==> src/rtl/control_unit_pkg.sv <==
// rtl/control_unit_pkg.sv - RV32I encodings, datapath select codes and FSM states
package control_unit_pkg;

    localparam logic [6:0] OP_LOAD   = 7'b0000011;
    localparam logic [6:0] OP_STORE  = 7'b0100011;
    localparam logic [6:0] OP_R      = 7'b0110011;
    localparam logic [6:0] OP_I      = 7'b0010011;
    localparam logic [6:0] OP_BRANCH = 7'b1100011;
    localparam logic [6:0] OP_JAL    = 7'b1101111;
    localparam logic [6:0] OP_JALR   = 7'b1100111;
    localparam logic [6:0] OP_LUI    = 7'b0110111;
    localparam logic [6:0] OP_AUIPC  = 7'b0010111;

    localparam logic [3:0] ALU_ADD  = 4'b0000;
    localparam logic [3:0] ALU_SUB  = 4'b0001;
    localparam logic [3:0] ALU_SLT  = 4'b0010;
    localparam logic [3:0] ALU_SLTU = 4'b0011;
    localparam logic [3:0] ALU_AND  = 4'b0100;
    localparam logic [3:0] ALU_OR   = 4'b0101;
    localparam logic [3:0] ALU_XOR  = 4'b0110;
    localparam logic [3:0] ALU_SLL  = 4'b1000;
    localparam logic [3:0] ALU_SRL  = 4'b1001;
    localparam logic [3:0] ALU_SRA  = 4'b1010;

    localparam logic [1:0] SRC_A_PC     = 2'b00;
    localparam logic [1:0] SRC_A_OLD_PC = 2'b01;
    localparam logic [1:0] SRC_A_RD1    = 2'b10;
    localparam logic [1:0] SRC_A_ZERO   = 2'b11;

    localparam logic [1:0] SRC_B_RD2  = 2'b00;
    localparam logic [1:0] SRC_B_IMM  = 2'b01;
    localparam logic [1:0] SRC_B_FOUR = 2'b10;

    localparam logic [1:0] RES_ALU_OUT = 2'b00;
    localparam logic [1:0] RES_DATA    = 2'b01;
    localparam logic [1:0] RES_ALU     = 2'b10;

    localparam logic [2:0] IMM_I = 3'b000;
    localparam logic [2:0] IMM_S = 3'b001;
    localparam logic [2:0] IMM_B = 3'b010;
    localparam logic [2:0] IMM_J = 3'b011;
    localparam logic [2:0] IMM_U = 3'b100;

    typedef enum logic [1:0] {
        MODE_ADD,
        MODE_R,
        MODE_I,
        MODE_BRANCH
    } alu_mode_e;

    typedef enum logic [3:0] {
        ST_FETCH,
        ST_DECODE,
        ST_MEM_ADR,
        ST_MEM_READ,
        ST_MEM_WB,
        ST_MEM_WRITE_S,
        ST_EXECUTE_R,
        ST_EXECUTE_I,
        ST_ALU_WB,
        ST_LUI,
        ST_JALR_ADR,
        ST_JAL,
        ST_BRANCH,
        ST_HALT
    } state_e;

endpackage

==> src/rtl/control_unit_alu_decoder.sv <==
// rtl/control_unit_alu_decoder.sv - funct3/funct7 to ALU_OP decode for R, I and branch modes
module control_unit_alu_decoder
    import control_unit_pkg::*;
(
    input  logic [1:0] mode,
    input  logic [2:0] funct3,
    input  logic       funct7_5,
    output logic [3:0] alu_op
);

    always_comb begin
        alu_op = ALU_ADD;
        case (mode)
            MODE_R, MODE_I: begin
                case (funct3)
                    // funct7_5 only selects SUB for register operands; ADDI reuses that bit as immediate
                    3'b000:  alu_op = (mode == MODE_R && funct7_5) ? ALU_SUB : ALU_ADD;
                    3'b001:  alu_op = ALU_SLL;
                    3'b010:  alu_op = ALU_SLT;
                    3'b011:  alu_op = ALU_SLTU;
                    3'b100:  alu_op = ALU_XOR;
                    3'b101:  alu_op = funct7_5 ? ALU_SRA : ALU_SRL;
                    3'b110:  alu_op = ALU_OR;
                    default: alu_op = ALU_AND;
                endcase
            end
            MODE_BRANCH: begin
                case (funct3[2:1])
                    2'b10:   alu_op = ALU_SLT;
                    2'b11:   alu_op = ALU_SLTU;
                    default: alu_op = ALU_SUB;
                endcase
            end
            default: alu_op = ALU_ADD;
        endcase
    end

endmodule

==> src/rtl/control_unit.sv <==
// rtl/control_unit.sv - multi-cycle RV32I main control FSM driving ALU op, mux selects and write strobes
module control_unit
    import control_unit_pkg::*;
(
    input  logic       CLK,
    input  logic       RSTN,
    input  logic [6:0] OPCODE,
    input  logic [2:0] FUNCT3,
    input  logic       FUNCT7_5,
    input  logic       ZERO,
    output logic [3:0] ALU_OP,
    output logic [1:0] ALU_SRC_A,
    output logic [1:0] ALU_SRC_B,
    output logic [1:0] RESULT_SRC,
    output logic       ADR_SRC,
    output logic [2:0] IMM_SRC,
    output logic       IR_WRITE,
    output logic       PC_WRITE,
    output logic       REG_WRITE,
    output logic       MEM_WRITE,
    output logic       ILLEGAL
);

    state_e     state_q, state_d;
    logic       illegal_q, illegal_d;
    logic [1:0] alu_mode;
    logic       ir_write, pc_write, reg_write, mem_write;
    logic       branch_ok, branch_take;

    control_unit_alu_decoder u_alu_decoder (
        .mode     (alu_mode),
        .funct3   (FUNCT3),
        .funct7_5 (FUNCT7_5),
        .alu_op   (ALU_OP)
    );

    // BLT/BLTU/BNE take on a nonzero compare, the rest on zero
    assign branch_ok   = (FUNCT3[2:1] != 2'b01);
    assign branch_take = ZERO ^ (FUNCT3[2] ^ FUNCT3[0]);

    always_ff @(posedge CLK or negedge RSTN) begin
        if (!RSTN) begin
            state_q   <= ST_FETCH;
            illegal_q <= 1'b0;
        end else begin
            state_q   <= state_d;
            illegal_q <= illegal_d;
        end
    end

    always_comb begin
        state_d = state_q;
        case (state_q)
            ST_FETCH: state_d = ST_DECODE;
            ST_DECODE: begin
                case (OPCODE)
                    OP_LOAD, OP_STORE: state_d = ST_MEM_ADR;
                    OP_R:              state_d = ST_EXECUTE_R;
                    OP_I:              state_d = ST_EXECUTE_I;
                    OP_BRANCH:         state_d = ST_BRANCH;
                    OP_JAL:            state_d = ST_JAL;
                    OP_JALR:           state_d = ST_JALR_ADR;
                    OP_LUI:            state_d = ST_LUI;
                    OP_AUIPC:          state_d = ST_ALU_WB;
                    default:           state_d = ST_HALT;
                endcase
            end
            ST_MEM_ADR:     state_d = (OPCODE == OP_STORE) ? ST_MEM_WRITE_S : ST_MEM_READ;
            ST_MEM_READ:    state_d = ST_MEM_WB;
            ST_MEM_WB:      state_d = ST_FETCH;
            ST_MEM_WRITE_S: state_d = ST_FETCH;
            ST_EXECUTE_R:   state_d = ST_ALU_WB;
            ST_EXECUTE_I:   state_d = ST_ALU_WB;
            ST_ALU_WB:      state_d = ST_FETCH;
            ST_LUI:         state_d = ST_ALU_WB;
            ST_JALR_ADR:    state_d = ST_JAL;
            ST_JAL:         state_d = ST_ALU_WB;
            ST_BRANCH:      state_d = branch_ok ? ST_FETCH : ST_HALT;
            default:        state_d = ST_HALT;
        endcase
        illegal_d = illegal_q | (state_d == ST_HALT);
    end

    always_comb begin
        ALU_SRC_A  = SRC_A_PC;
        ALU_SRC_B  = SRC_B_RD2;
        RESULT_SRC = RES_ALU_OUT;
        ADR_SRC    = 1'b0;
        alu_mode   = MODE_ADD;
        ir_write   = 1'b0;
        pc_write   = 1'b0;
        reg_write  = 1'b0;
        mem_write  = 1'b0;
        case (state_q)
            ST_FETCH: begin
                ALU_SRC_B  = SRC_B_FOUR;
                RESULT_SRC = RES_ALU;
                ir_write   = 1'b1;
                pc_write   = 1'b1;
            end
            ST_DECODE: begin
                ALU_SRC_A = SRC_A_OLD_PC;
                ALU_SRC_B = SRC_B_IMM;
            end
            ST_MEM_ADR, ST_JALR_ADR: begin
                ALU_SRC_A = SRC_A_RD1;
                ALU_SRC_B = SRC_B_IMM;
            end
            ST_MEM_READ: ADR_SRC = 1'b1;
            ST_MEM_WB: begin
                RESULT_SRC = RES_DATA;
                reg_write  = 1'b1;
            end
            ST_MEM_WRITE_S: begin
                ADR_SRC   = 1'b1;
                mem_write = 1'b1;
            end
            ST_EXECUTE_R: begin
                ALU_SRC_A = SRC_A_RD1;
                alu_mode  = MODE_R;
            end
            ST_EXECUTE_I: begin
                ALU_SRC_A = SRC_A_RD1;
                ALU_SRC_B = SRC_B_IMM;
                alu_mode  = MODE_I;
            end
            ST_ALU_WB: reg_write = 1'b1;
            ST_LUI: begin
                ALU_SRC_A = SRC_A_ZERO;
                ALU_SRC_B = SRC_B_IMM;
            end
            ST_JAL: begin
                ALU_SRC_A = SRC_A_OLD_PC;
                ALU_SRC_B = SRC_B_FOUR;
                pc_write  = 1'b1;
            end
            ST_BRANCH: begin
                ALU_SRC_A = SRC_A_RD1;
                alu_mode  = MODE_BRANCH;
                pc_write  = branch_ok & branch_take;
            end
            default: ;
        endcase

        case (OPCODE)
            OP_STORE:         IMM_SRC = IMM_S;
            OP_BRANCH:        IMM_SRC = IMM_B;
            OP_JAL:           IMM_SRC = IMM_J;
            OP_LUI, OP_AUIPC: IMM_SRC = IMM_U;
            default:          IMM_SRC = IMM_I;
        endcase
    end

    // Strobes are masked while reset is held since the reset state is FETCH
    assign IR_WRITE  = RSTN & ir_write;
    assign PC_WRITE  = RSTN & pc_write;
    assign REG_WRITE = RSTN & reg_write;
    assign MEM_WRITE = RSTN & mem_write;
    assign ILLEGAL   = illegal_q;

endmodule
==> config.mk <==
export PLATFORM = sky130hd
export DESIGN_NAME = control_unit
export DESIGN_NICKNAME = d
export VERILOG_FILES = /design/src/rtl/control_unit_pkg.sv /design/src/rtl/control_unit_alu_decoder.sv /design/src/rtl/control_unit.sv
export SDC_FILE = /design/constraint.sdc
export NUM_CORES = 1
export LEC_CHECK = 0
export ABC_AREA = 0
export BUFFER_PORTS_ARGS = -buffer_cell sky130_fd_sc_hd__buf_2
export CAP_MARGIN = 20
export CORE_AREA = 2 2 47 49
export CTS_BUF_LIST = sky130_fd_sc_hd__clkbuf_8 sky130_fd_sc_hd__clkbuf_16
export CTS_CLUSTER_SIZE = 28
export DETAILED_ROUTE_END_ITERATION = 8
export DIE_AREA = 0 0 49 51
export GPL_ROUTABILITY_DRIVEN = 0
export HOLD_SLACK_MARGIN = 0.02
export PLACE_DENSITY = 0.76
export SLEW_MARGIN = 20
export SYNTH_ARGS = -nofsm -noshare
export SYNTH_HDL_FRONTEND = slang
export SYNTH_HIERARCHICAL = 1
export SYNTH_SLANG_ARGS = --single-unit
==> constraint.sdc <==
create_clock -name CLK -period 1.91 [get_ports CLK]
set_clock_uncertainty 0.15 [all_clocks]
set_input_delay 0.0955 -clock CLK [delete_from_list [all_inputs] [get_ports CLK]]
set_output_delay 0.0955 -clock CLK [all_outputs]
set_load 0.005 [all_outputs]
# [After elaboration in Yosys (flattened, before gate mapping)]
# Cells that the tools add are included.
[totals] word_cells=77 regBits=5 out_inout_bits=19 in_bits=14
[op_classes] n_eq_ne=34 n_reduce_logical=14 bitwise=8 mux=19
[op_table] cell="4-bit one-hot mux with 8 select lines" count=2
[op_table] cell="4-bit one-hot mux with 7 select lines" count=1
[op_table] cell="4-bit equality test (second input constant)" count=6
[op_table] cell="7-bit by 6-bit equality test with 1-bit output (second input constant)" count=3
[op_table] cell="7-bit equality test (second input constant)" count=3
[op_table] cell="4-bit by 3-bit equality test with 1-bit output (second input constant)" count=4
[op_table] cell="7-bit by 5-bit equality test with 1-bit output (second input constant)" count=2
[op_table] cell="2-bit OR reduction" count=7
[op_table] cell="2-bit one-hot mux with 2 select lines" count=3
[op_table] cell="2-bit one-hot mux with 3 select lines" count=2
[op_table] cell="3-bit one-hot mux with 4 select lines" count=1
[op_table] cell="5-bit OR reduction" count=2
[op_table] cell="3-bit equality test (second input constant)" count=3
[op_table] cell="2-bit equality test (second input constant)" count=4
[op_table] cell="4-bit by 2-bit equality test with 1-bit output (second input constant)" count=2
[op_table] cell="4-bit one-hot mux with 2 select lines" count=1
[op_table] cell="7-bit by 2-bit equality test with 1-bit output (second input constant)" count=1
[op_table] cell="3-bit by 2-bit equality test with 1-bit output (second input constant)" count=2
[op_table] cell="1-bit AND" count=5
[op_table] cell="1-bit two-way mux" count=5
[op_table] cell="4-bit by 1-bit equality test with 1-bit output (second input constant)" count=1
[op_table] cell="4-bit logical NOT" count=1
[op_table] cell="4-bit two-way mux" count=1
[op_table] cell="4-bit OR reduction" count=1
[op_table] cell="other kinds (11)" count=12

# [Logic depth before layout (Yosys ltp)]
[depth] word_depth=7 ltp_mapped=10 mapped_depth_nobuf=9

# [Cells and area by module]
# The synthesis kept the hierarchy.
[modules_own_cells] mod="control_unit" seq_area_each_um2=125.1 cells_per_inst=89 area_each_um2=629.4 n_inst=1
[modules_own_cells] mod="control_unit_alu_decoder" seq_area_each_um2=0.0 cells_per_inst=22 area_each_um2=151.4 n_inst=1

# [Worst setup path after synthesis]
# No wires, ideal clock.
[synth_timing] kind="flip-flop to output port" start="reg state_q[1]" end="out ALU_OP[0]" n_path_buf=1 path_slack_ps=-80 required_time_ps=1664 arrival_ps=1745 stages_incl_launch_ff=9 cell_sequence="dfrtp_1 > clkbuf_1 > nor2b_1 > nand2_1 > a21boi_1 > inv_1 > ha_1 > a32oi_1 > nor2_1"
[synth_between] elab_chain_len=7 elab_cells_between_ends=12 classes_between="6 x eq/ne; 4 x mux; 2 x reduce/logical"
[synth_rtl] element="start: declaration" line_no="control_unit.sv:24" source="state_e state_q, state_d;"
[synth_rtl] element="start signal: assignment" line_no="control_unit.sv:46" source="state_q <= state_d;"
[synth_rtl] element="4-bit equality test or 4-bit by 3-bit equality test with 1-bit output (tied branches)" line_no="control_unit.sv:94" source="case (state_q)"
[synth_rtl] element="2-bit one-hot mux with 3 select lines (*)" line_no="control_unit.sv:94"
[synth_rtl] element="via alu_mode[1]" line_no="control_unit.sv:26" source="logic [1:0] alu_mode;"
[synth_rtl] element="2-bit by 1-bit equality test with 1-bit output" line_no="control_unit_alu_decoder.sv:13, control_unit_alu_decoder.sv:17"
[synth_rtl] element="1-bit logical AND" line_no="control_unit_alu_decoder.sv:17" source="3'b000: alu_op = (mode == MODE_R && funct7_5) ? ALU_SUB : ALU_ADD;"
[synth_rtl] element="1-bit two-way mux" line_no="control_unit_alu_decoder.sv:17"
[synth_rtl] element="4-bit one-hot mux with 7 select lines" line_no="control_unit_alu_decoder.sv:15" source="case (funct3)"
[synth_rtl] element="4-bit one-hot mux with 2 select lines (*)" line_no="control_unit_alu_decoder.sv:13" source="case (mode)"
[synth_rtl] element="end: declaration" line_no="control_unit.sv:11" source="output logic [3:0] ALU_OP,"
# Mark *: on every way through the listed nets, which the timed path passes. The rest lies on a longest branch.

# [Final worst setup path]
# Ends and elaborated chain as after synthesis.

==> results.sh <==
export IMPL_combinationalPowerShare=0.687
export IMPL_wirelength_um=2260
export IMPL_clock_sinks=5
export IMPL_swShare=0.409
export IMPL_arrival_ns=1.85
export IMPL_final_core_util=0.578
export IMPL_rsz0062_at_grt="true"
export IMPL_synth_nets=128
export IMPL_slowest_delay_ns=0.45
export IMPL_hp_class="in -> async"
export IMPL_fp_dieH_um=51
export IMPL_synth_ff_type="dfrtp_1"
export IMPL_fin_ws_ns=-0.184
export IMPL_clkTransAtPathRegs_ns=0.04
export IMPL_synth_compound_area_frac=0.271
export IMPL_ys_warn_count=6
export IMPL_slew_headroom=0.651
export IMPL_critPathBufInv=2
export IMPL_cap_violations=0
export IMPL_drive_above_1_share=0.433
export IMPL_path_depth=9
export IMPL_die_area_um2=2500
export IMPL_numCtsBuffers=3
export IMPL_grtUsageTotal=0.193
export IMPL_synth_area_mux_share=0
export IMPL_detail_route_wl_per_cell_um=12.2
export IMPL_critPathSlowestCell="dfrtp_2"
export IMPL_cp_top_family="compound AO/OA/AOI/OAI gates"
export IMPL_dp_hpwl_um=1750
export IMPL_areaGrowthSynthToFinish_pct=52.7
export IMPL_yosysSeqAreaShare=0.160
export IMPL_initial_utilization=0.378
export IMPL_grt_max_degree=11
export IMPL_status="finished, violations left"
export IMPL_antenna_found_initial=0
export IMPL_violations="negative setup slack"
export IMPL_num_vias=979
export IMPL_antenna_left=0
export IMPL_crit_fanout=6
export IMPL_power_density_nw_per_um2=1100
export IMPL_p_int_w=0.000775
export IMPL_endpoint_kind="primary output"
export IMPL_syn_area_um2=781
export IMPL_syn_inst=111
export IMPL_vias_per_cell=5.29
export IMPL_drt_initial_drc_count=16
export IMPL_p_leak_nw=0.573
export IMPL_hold_violations=0
export IMPL_postSynthAreaPerCell_um2=7.03
export IMPL_rows=17
export IMPL_ios=33
export IMPL_yosys_area_share_simple=0.396
export IMPL_power_switching_w=0.000536
export IMPL_synth_seq_cells=5
export IMPL_setup_viol=6
export IMPL_die_w_um=49
export IMPL_final_nets=175
export IMPL_fin_setup_tns_ns=-0.521
export IMPL_dr_pass1_iters=3
export IMPL_cts_root_buf="clkbuf_8"
export IMPL_worst_ir_drop_vdd_mv=0.794
export IMPL_synth_top_family_by_area="simple AND/OR/NAND/NOR gates"
export IMPL_drc_errors=0
export IMPL_worst_r2r_cell_count=8
export IMPL_diodes=0
export IMPL_grt_pass1_wl_um=3890
export IMPL_numPortBuffers=32
export IMPL_core_um2=2060
export IMPL_clock_latency_ns=0.22
export IMPL_period_minus_slack_ns=2.09
export IMPL_synthAdderAreaFrac=0.0481
export IMPL_clock_path_buffers=2
export IMPL_max_freq_mhz=478
export IMPL_clkPwrFrac=0.146
export IMPL_synth_cell_types=43
export IMPL_worst_ep_required_time_ns=1.66
export IMPL_critPathLaunchType="register"
export IMPL_pwr_share_seq=0.166
export IMPL_cp_cell_sequence="buf_6 -> nor2b_4 -> o211a_1 -> ha_1 -> nand2_1 -> o31ai_1 -> a32oi_1 -> nor2_1 -> buf_2"
export IMPL_first_global_vias=966
export IMPL_overflow=0
export IMPL_tightestPinTransition_ns=0.523
export IMPL_crit_type="reg -> out"
export IMPL_synth_edf_count=0
export IMPL_final_max_slew_viol_count=0
export IMPL_finalCritPeriodShare=1.10
export IMPL_synth_xor_area_frac=0.0673
export IMPL_cts_tree="built"
export IMPL_h_tree_depth=1
export IMPL_synthArstFlopShare=1.00
-- path summary, 6_finish.rpt --
kind	startpoint	endpoint	slack (ns)
max	state_q[1]$_DFF_PN0_	ALU_OP[0]	-0.18
min	RSTN	state_q[3]$_DFF_PN0_	0.08
max reg2reg	state_q[1]$_DFF_PN0_	ILLEGAL$_DFF_PN0_	0.07
min reg2reg	ILLEGAL$_DFF_PN0_	ILLEGAL$_DFF_PN0_	0.31
max in group asynchronous	RSTN	state_q[1]$_DFF_PN0_	1.37
min in group CLK	OPCODE[3]	state_q[0]$_DFF_PN0_	0.24
-- registers in the layout (all words and copies together), names as in the netlist --
signal / flops
ILLEGAL: 1
state_q: 4
-- cell usage after synthesis, types with 2 or more instances --
cell | number | area (um2)
a21oi_1 | 8 | 40.0
nor2b_1 | 7 | 43.8
nand3_1 | 2 | 10.0
and3_1 | 3 | 18.8
clkbuf_1 | 6 | 22.5
inv_1 | 6 | 22.5
o31ai_1 | 2 | 15.0
o22ai_1 | 2 | 12.5
xnor2_1 | 6 | 52.6
dfrtp_1 | 5 | 125
and4b_1 | 2 | 20.0
nor3_1 | 4 | 20.0
nor4_1 | 2 | 12.5
o21ai_0 | 2 | 10.0
nor2_1 | 8 | 30.0
nand2_1 | 12 | 45.0
ha_1 | 3 | 37.5
nand2b_1 | 6 | 37.5
-- cell families after synthesis --
group,Yosys count
AND/OR/NAND/NOR,55
AO/OA/AOI/OAI,30
buffers and inverters,12
XOR/XNOR,6
flip-flops,5
adder cells (fa/ha/maj),3
-- what timing repair did --
item                                   in CTS  in global routing
hold buffers                                1                  0
setup buffers                               2                  3
endpoints found under the hold margin       5                  0
gates resized for setup                    16                  4
setup endpoints to repair                   5                  6
pin swaps                                   4                  4
-- cell type report --
cell class / instances / area, um2
Timing Repair Buffer: 48 / 290
Clock inverter: 1 / 3.75
Inverter: 6 / 22.5
Multi-Input combinational cell: 94 / 672
Sequential cell: 5 / 128
Clock buffer: 3 / 41.3
Tap cell: 28 / 35.0
Fill cell: 197 / 871
-- power by group through the flow --
| stage | sequential (W) | combinational (W) | clock, W |
|---|---|---|---|
| finish | 0.000218 | 0.000901 | 0.000192 |
| global route | 0.000227 | 0.000988 | 0.000209 |
| CTS | 0.000216 | 0.000826 | 0.000197 |
| detailed placement | 0.000206 | 0.000750 | 0 |
| global placement | 0.000205 | 0.000736 | 0 |
| floorplan | 0.000165 | 0.000499 | 0 |
-- routing by layer --
| layer | track usage | wire length [um] | vias up |
|---|---|---|---|
| met1 | 0.203 | 938 | 447 |
| li1 | - | - | 495 |
| met4 | 0.0286 | 8 | 0 |
| met5 | 0 | 0 | - |
| met3 | 0.0468 | 130 | 2 |
| met2 | 0.393 | 1180 | 35 |
-- stage by stage --
step           instances  cell area, um2  setup WS [ns]  hold WS [ns]  power [W]
6_report             185            1190         -0.184        0.0796    0.00131
5_1_grt              185            1190         -0.298         0.103    0.00142
4_1_cts              182            1150         -0.159        0.0799    0.00124
3_5_place_dp         175            1030        -0.0371        -0.221   0.000956
3_3_place_gp         175            1030         0.0250        -0.224   0.000941
2_1_floorplan        111             782        0.00902        -0.350   0.000664
-- cells in the final DEF, fill, tap and decap left out, types with 2 or more instances in the layout --
master,n
buf_6,2
and4b_1,2
nand2_1,12
nor2_1,7
o31ai_1,2
nor2b_1,5
or3_4,2
and3_1,3
nor2b_4,2
a21oi_1,6
xnor2_1,6
ha_1,2
nor3_1,4
dfrtp_2,2
o22ai_1,2
inv_2,2
dfrtp_1,3
inv_1,5
buf_2,32
buf_4,13
nand3_1,2
nand2b_1,6
clkbuf_8,3
a21oi_2,2
No activity file was read; power rests on OpenSTA's default activity.
